**src/rtl/fifo_rd_packer.sv**
```systemverilog
// fifo_rd_packer: packs PACK consecutive FIFO words into one valid/ready beat, with flush of partial beats.
module fifo_rd_packer #(
    parameter int DATA_WIDTH = 8,
    parameter int PACK = 4
) (
    input  logic                       rclk,
    input  logic                       rrst,
    input  logic                       empty,
    output logic                       r_en,
    input  logic [DATA_WIDTH-1:0]      data_out,
    input  logic                       flush,
    output logic                       m_valid,
    input  logic                       m_ready,
    output logic [PACK*DATA_WIDTH-1:0] m_data,
    output logic [PACK-1:0]            m_keep
);
    localparam int CW = $clog2(PACK + 1);
    localparam int IW = $clog2(PACK);
    localparam logic [CW-1:0] FULL = CW'(PACK);
    localparam logic [CW-1:0] LAST = CW'(PACK - 1);

    logic [PACK-1:0][DATA_WIDTH-1:0] acc, acc_nx, beat;
    logic [CW-1:0] cnt, cnt_nx;
    logic [PACK-1:0] keep_nx;
    logic inflight, flush_pend, flush_pend_nx, out_free, fl, last, load;

    always_comb begin
        out_free = !m_valid || m_ready;
        fl = flush_pend || flush;
        last = inflight && cnt == LAST;
        // A pop may overlap the final-lane capture only when that beat is sure to go straight out.
        r_en = !rrst && !empty && !fl &&
               (({1'b0, cnt} + {{CW{1'b0}}, inflight} < {1'b0, FULL}) || (last && !m_valid));
        acc_nx = acc;
        cnt_nx = cnt;
        flush_pend_nx = fl;
        load = 1'b0;
        beat = acc;
        keep_nx = '1;
        if (inflight) begin
            acc_nx[cnt[IW-1:0]] = data_out;
            if (last) begin
                load = out_free;
                beat = acc_nx;
                cnt_nx = out_free ? '0 : FULL;
            end else begin
                cnt_nx = cnt + 1'b1;
            end
        end else if (cnt == FULL) begin
            load = out_free;
            cnt_nx = out_free ? '0 : FULL;
        end else if (fl) begin
            load = cnt != '0 && out_free;
            flush_pend_nx = cnt != '0 && !out_free;
            cnt_nx = load ? '0 : cnt;
            for (int i = 0; i < PACK; i++) begin
                keep_nx[i] = i < int'(cnt);
                beat[i] = keep_nx[i] ? acc[i] : '0;
            end
        end
    end

    always_ff @(posedge rclk) begin
        if (rrst) begin
            acc <= '0;
            cnt <= '0;
            inflight <= 1'b0;
            flush_pend <= 1'b0;
            m_valid <= 1'b0;
            m_data <= '0;
            m_keep <= '0;
        end else begin
            acc <= acc_nx;
            cnt <= cnt_nx;
            inflight <= r_en;
            flush_pend <= flush_pend_nx;
            if (load) begin
                m_valid <= 1'b1;
                m_data <= beat;
                m_keep <= keep_nx;
            end else if (m_ready) begin
                m_valid <= 1'b0;
            end
        end
    end
endmodule
```
**config.mk**
```make
export PLATFORM = sky130hd
export DESIGN_NAME = fifo_rd_packer
export DESIGN_NICKNAME = d
export VERILOG_FILES = /design/src/rtl/fifo_rd_packer.sv
export SDC_FILE = /design/constraint.sdc
export NUM_CORES = 1
export LEC_CHECK = 0
export BUFFER_PORTS_ARGS = -buffer_cell sky130_fd_sc_hd__buf_4
export CAP_MARGIN = 0
export CORE_AREA = 2 2 100 73
export CTS_BUF_LIST = sky130_fd_sc_hd__clkbuf_8 sky130_fd_sc_hd__clkbuf_16
export DETAILED_ROUTE_END_ITERATION = 16
export DIE_AREA = 0 0 102 75
export GPL_TIMING_DRIVEN = 0
export MAX_ROUTING_LAYER = met4
export PLACE_DENSITY = 0.78
export SLEW_MARGIN = 10
export SYNTH_ARGS = -nofsm -noshare
export SYNTH_HDL_FRONTEND = slang
export SYNTH_SLANG_ARGS = --single-unit
```
**constraint.sdc**
```tcl
create_clock -name rclk -period 2.57 [get_ports rclk]
set_input_delay 0.3855 -clock rclk [delete_from_list [all_inputs] [get_ports rclk]]
set_output_delay 0.3855 -clock rclk [all_outputs]
set_load 0.05 [all_outputs]
```
# Yosys cells after proc, flatten, opt, wreduce, memory -nomap -nowiden
# Cells that the tools add are included.
dict set report classes {
  n_addsub 2
  n_lt_le_gt_ge 7
  eq_ne 2
  muxes 29
  n_reduce_logical 21
}
# op n
set op_table {}
lappend op_table {{32-bit two-way mux} 4}
lappend op_table {{8-bit two-way mux} 5}
lappend op_table {{32-bit bitwise mux} 1}
lappend op_table {{3-bit two-way mux} 6}
lappend op_table {{8-bit demux with 2-bit select} 1}
lappend op_table {{4-bit two-way mux} 3}
lappend op_table {{1-bit two-way mux} 9}
lappend op_table {{3-bit nonzero test} 3}
lappend op_table {{1-bit logical AND} 8}
lappend op_table {{1-bit by 3-bit less-than comparator with 1-bit output (first input constant)} 2}
lappend op_table {{2-bit by 3-bit less-than comparator with 1-bit output (first input constant)} 2}
lappend op_table {{1-bit logical NOT} 5}
lappend op_table {{3-bit by 1-bit adder with 4-bit output} 1}
lappend op_table {{4-bit by 3-bit less-than comparator with 1-bit output (second input constant)} 1}
lappend op_table {{3-bit by 1-bit adder with 3-bit output (second input constant)} 1}
lappend op_table {{3-bit by 2-bit equality test with 1-bit output (second input constant)} 1}
lappend op_table {{3-bit equality test (second input constant)} 1}
lappend op_table {{1-bit logical OR} 3}
lappend op_table {{2-bit by 3-bit less-than comparator with 1-bit output (second input constant)} 1}
lappend op_table {{2-bit by 1-bit greater-or-equal comparator with 1-bit output (second input constant)} 1}
lappend op_table {{2-bit AND reduction} 1}
lappend op_table {{2-bit nonzero test} 1}
dict set report totals {
  regBits 74
  input_bits 13
  output_inout_bits 38
  word_cells 71
}

# Logic depth before layout (Yosys ltp)
dict set report depth {
  depth_word 7
  mapped_depth 9
  ltp_nobuf 6
}

# Least setup slack after synthesis
# Ideal clock, no wire load.
dict set report synth_path {
  path_kind {reg2out}
  start {reg inflight}
  end {out r_en}
  arrival_time_ps 1781
  required_ps 2184
  slack_ps 404
  path_stages_with_launch 5
  n_path_buf 3
  path_cell_list {dfxtp_1 -> clkbuf_1 -> clkbuf_1 -> buf_1 -> a41oi_1}
}
dict set report synth_between {
  elab_chain_len 4
  word_cells_on_any_way 6
  cone_classes {add/sub: 1; order compare: 1; reduce/logical: 4}
}
# element line
set synth_rtl {}
lappend synth_rtl {{start, declared} 25} ;# logic inflight, flush_pend, flush_pend_nx, out_free, fl, last, load;
lappend synth_rtl {{start signal, assigned} 75} ;# inflight <= r_en;
lappend synth_rtl {{3-bit by 1-bit adder with 4-bit output or 1-bit logical AND (tied branches)} {33, 30}}
lappend synth_rtl {{4-bit by 3-bit less-than comparator with 1-bit output or 1-bit logical AND (tied branches)} 33} ;# (({1'b0, cnt} + {{CW{1'b0}}, inflight} < {1'b0, FULL}) || (last && !m_valid));
lappend synth_rtl {{1-bit logical OR *} 33}
lappend synth_rtl {{1-bit logical AND *} 32} ;# r_en = !rrst && !empty && !fl &&
lappend synth_rtl {{end, declared} 9} ;# output logic r_en,
# Every way passes the cells marked *; elsewhere a longest branch is shown, timed or not.

# Worst setup path in the final report
dict set report layout_path {
  start {reg cnt[0]}
  end {reg m_data[22]}
}
dict set report layout_between {
  elab_chain_len 7
  word_cells_on_any_way 21
  cone_classes {order compare: 3; eq/ne: 2; mux: 12; reduce/logical: 4}
}
# element line
set layout_rtl {}
lappend layout_rtl {{start, declared} 23} ;# logic [CW-1:0] cnt, cnt_nx;
lappend layout_rtl {{start signal, assigned} 74} ;# cnt <= cnt_nx;
lappend layout_rtl {{2-bit by 3-bit less-than comparator with 1-bit output (not written as such) or 2-bit by 1-bit greater-or-equal comparator with 1-bit output (tied branches)} 41} ;# acc_nx[cnt[IW-1:0]] = data_out;
lappend layout_rtl {{1-bit logical AND (not written as such)} 41}
lappend layout_rtl {{8-bit two-way mux (not written as such)} 41}
lappend layout_rtl {{8-bit demux with 2-bit select} 41}
lappend layout_rtl {{32-bit bitwise mux} 41}
lappend layout_rtl {{32-bit two-way mux} 42} ;# if (last) begin
lappend layout_rtl {{32-bit two-way mux} 40} ;# if (inflight) begin
lappend layout_rtl {{end signal, assigned} 79} ;# m_data <= beat;
lappend layout_rtl {{end, declared} 14} ;# output logic [PACK*DATA_WIDTH-1:0] m_data,
# Several ways; a longest one is shown, not always the timed one.
# A chain may end at the register's enable or synchronous reset.

==> metrics.txt <==
Core Rows=25; hold path depth=4; number of antenna diodes=0; Max Clock Skew=0.007376 ns; max-cap violations=0; unrepaired setup endpoints after global routing=no; io pins=51; multiplexer area fraction after synthesis=under 10%; total CTS buffers=9; Post-synth ARST share=0%; Area Growth Syn to Fin=19.43%; Max VDD drop=0.3186 mV; most frequent cells in the layout=dfxtp_1, nand2_1, buf_4; H-tree depth=3; Post-Route Setup TNS=0 ns; register area share after synthesis=~40%; Clock transition at path regs=0.08 ns; Synth area leaders=dfxtp_1, a311oi_2, nand2_1; CTS tree=yes; Final Hold Fails=0; syn_area_per_cell=approximately 8.3 um2; # fillers=570; worst hold path type=primary input to flip-flop; DRC errors left=0; setup violators final=0; CP max stage delay=roughly 0.42 ns; Data required, critical path=about 2.8 ns; area fraction of the dominant cell type after synthesis=around two fifths; ratio of cells with drive above 1 in the final layout=about a fifth; fin. max-slew vios=0; crit-path cells=clkbuf_1 > inv_1 > ha_1 > a2111oi_4 > buf_4 > or2_1 > buf_6 > buf_6 > a311oi_2; first drt pass iteration count=6; crit end category=flip-flop; worst slew pin tran=around 0.74 ns; Synth Warn #=0; Critical Path Most Common Cell=buf_6; CTS Root Cell=clkbuf_8; worst reg-to-reg path cell count=9; IO buf count=between 40 and 50; cell taking the most area after synthesis=dfxtp_1; largest net degree at the start of global routing=12; Synth cell types=36; Die Y-Extent=between 70 and 80 um; Post-Syn Instances=between 400 and 500; Seq cells post-synth=74; vias=between 3,000 and 4,000; vias in the first global route=approximately 3,500; Post-Synth Simple-Gate Area=roughly 22%; largest family of logic cells by synthesized area=compound AO/OA/AOI/OAI gates; floorplan core area=between 0.006 and 0.007 mm2; commonest non-fill, non-tap cell in the layout=dfxtp_1; Total GRT Usage=31.62%; clk buf depth=2; status=finished clean; final core utilization=between 60% and 70%; CP bufs+invs=5; fin crit share=93.12%; nets@finish=about 530; first-pass GRT wire length=approximately 18 mm; nature of the critical path startpoint=flip-flop; delay-heaviest family, CP=buffers and inverters; Min-Delay Startpoint=empty; post-synthesis compound-gate area fraction=between 20% and 30%; vias per cell=just over 6; Crit Reg-Reg Startpoint=cnt[0]$_SDFFE_PP0P_; fmax=around 0.42 GHz; Post-CTS Hold Buffers=0; Final Critical Period=roughly 2.4 ns; Initial Util=a little under three fifths; Slew HR=approximately half; hpwl dp=between 7 and 8 mm; CP max stage cell=a2111oi_4; Arr. time, crit path=between 2 and 3 ns; grt ovf=0; power density over cell area=between 600 and 700 mW/mm2; Most used DFF post-synth=dfxtp_1; CP max FO=10; worst hold slack=between 0.3 and 0.4 ns; Routed Antenna Nets=0; clock latency on the worst-skew pair=~0.36 ns; Critical Path Stages=9; XOR/XNOR Fraction of Synth Area=0%; Sink Count=74; initial antenna violation count=0; WL/cell=~18 um; Post-synth EDFFs=0; Total Wirelength=11.20 mm; initial drt markers=around 340; Post-Synth Adder-Cell Area=1.336%; Final Total Pwr=2.721 mW; GP Congestion=0.9886; CP Launch Point=cnt[0]$_SDFFE_PP0P_; Die ar.=0.007650 mm2; Crit Path Class=flip-flop to flip-flop; Leak=1.712 nW; Synth Cell Area=around 0.0037 mm2; Die Width=just over 100 um; syn nets=around 470
## cells in the mapped netlist (2+ instances only)
| cell | count |
|---|---|
| a211oi_1 | 8 |
| a21boi_0 | 24 |
| a21o_1 | 8 |
| a21oi_1 | 38 |
| a311oi_1 | 8 |
| a311oi_2 | 19 |
| a41oi_1 | 2 |
| and3_1 | 23 |
| buf_1 | 4 |
| buf_2 | 10 |
| buf_6 | 4 |
| clkbuf_1 | 24 |
| dfxtp_1 | 74 |
| ha_1 | 4 |
| inv_1 | 2 |
| mux2i_1 | 9 |
| nand2_1 | 70 |
| nand3_1 | 33 |
| nor2_1 | 5 |
| nor3_1 | 41 |
| o21ai_0 | 24 |
## flip-flops by register name, indices dropped and copies added (netlist names)
name        count
inflight        1
flush_pend      1
m_keep          4
m_valid         1
m_data         32
cnt             3
acc            32
## tightest hold or removal path, stage by stage
cell and delay, ns:
buf_4 0.08, nor3_1 0.04, nand2_1 0.08, a41oi_1 0.05
## cell families (layout without fill, tap and decap cells)
family,after synthesis,count (layout)
compound gates,138,138
fa+ha+maj,4,4
buf+inv,45,111
flops,74,74
mux,10,10
simple gates,178,178
## layout make-up
type | count | area, um2 | area share, %
buffer | 42 | 203.9 | 4.557
clock buffer | 11 | 151.4 | 3.383
clock inverter | 4 | 67.56 | 1.510
inverter | 3 | 11.26 | 0.2516
multi-input combinational | 330 | 2059 | 46.02
sequential | 74 | 1481 | 33.10
tap | 94 | 117.6 | 2.628
timing repair buffer | 51 | 382.9 | 8.555
## through the flow
stage                     area [um2]  cells  setup slack, ns
after floorplan                 3747    449           0.4036
after global placement          4233    592          0.06898
after detailed placement        4233    592          0.02316
after CTS                       4454    607          0.04066
after global routing            4476    609          0.04814
final                           4476    609           0.1768
## routing by layer
metal	wire length (um)	vias up	GRT usage [%]	part of all wire [%]
li1	-	1767	-	-
met1	4931	1791	41.20	44
met2	4951	191	47.59	44
met3	972	39	8.171	8.7
met4	343	0	12.00	3.1
met5	0	-	-	0
## power by group
group	switching, mW	total (mW)	internal (mW)
sequential	0.0274	1.22	1.19
combinational	0.330	0.481	0.151
clock	0.433	1.02	0.588
## final timing paths
kind                        endpoint  slack, ns
min              inflight$_SDFF_PP0_       0.31
max          m_data[22]$_SDFFE_PP0P_       0.18
max reg2reg  m_data[22]$_SDFFE_PP0P_       0.18
min reg2reg      acc[9]$_SDFFE_PP0P_       0.46
## what timing repair did
action                                  4_1_cts  5_1_grt
cloned                                        0        0
resized for setup                             2        3
setup buffers                                 0        2
endpoints found under the setup margin        3       37
pin swaps                                     1        1
Note: power is estimated with default switching activity, not from simulation.
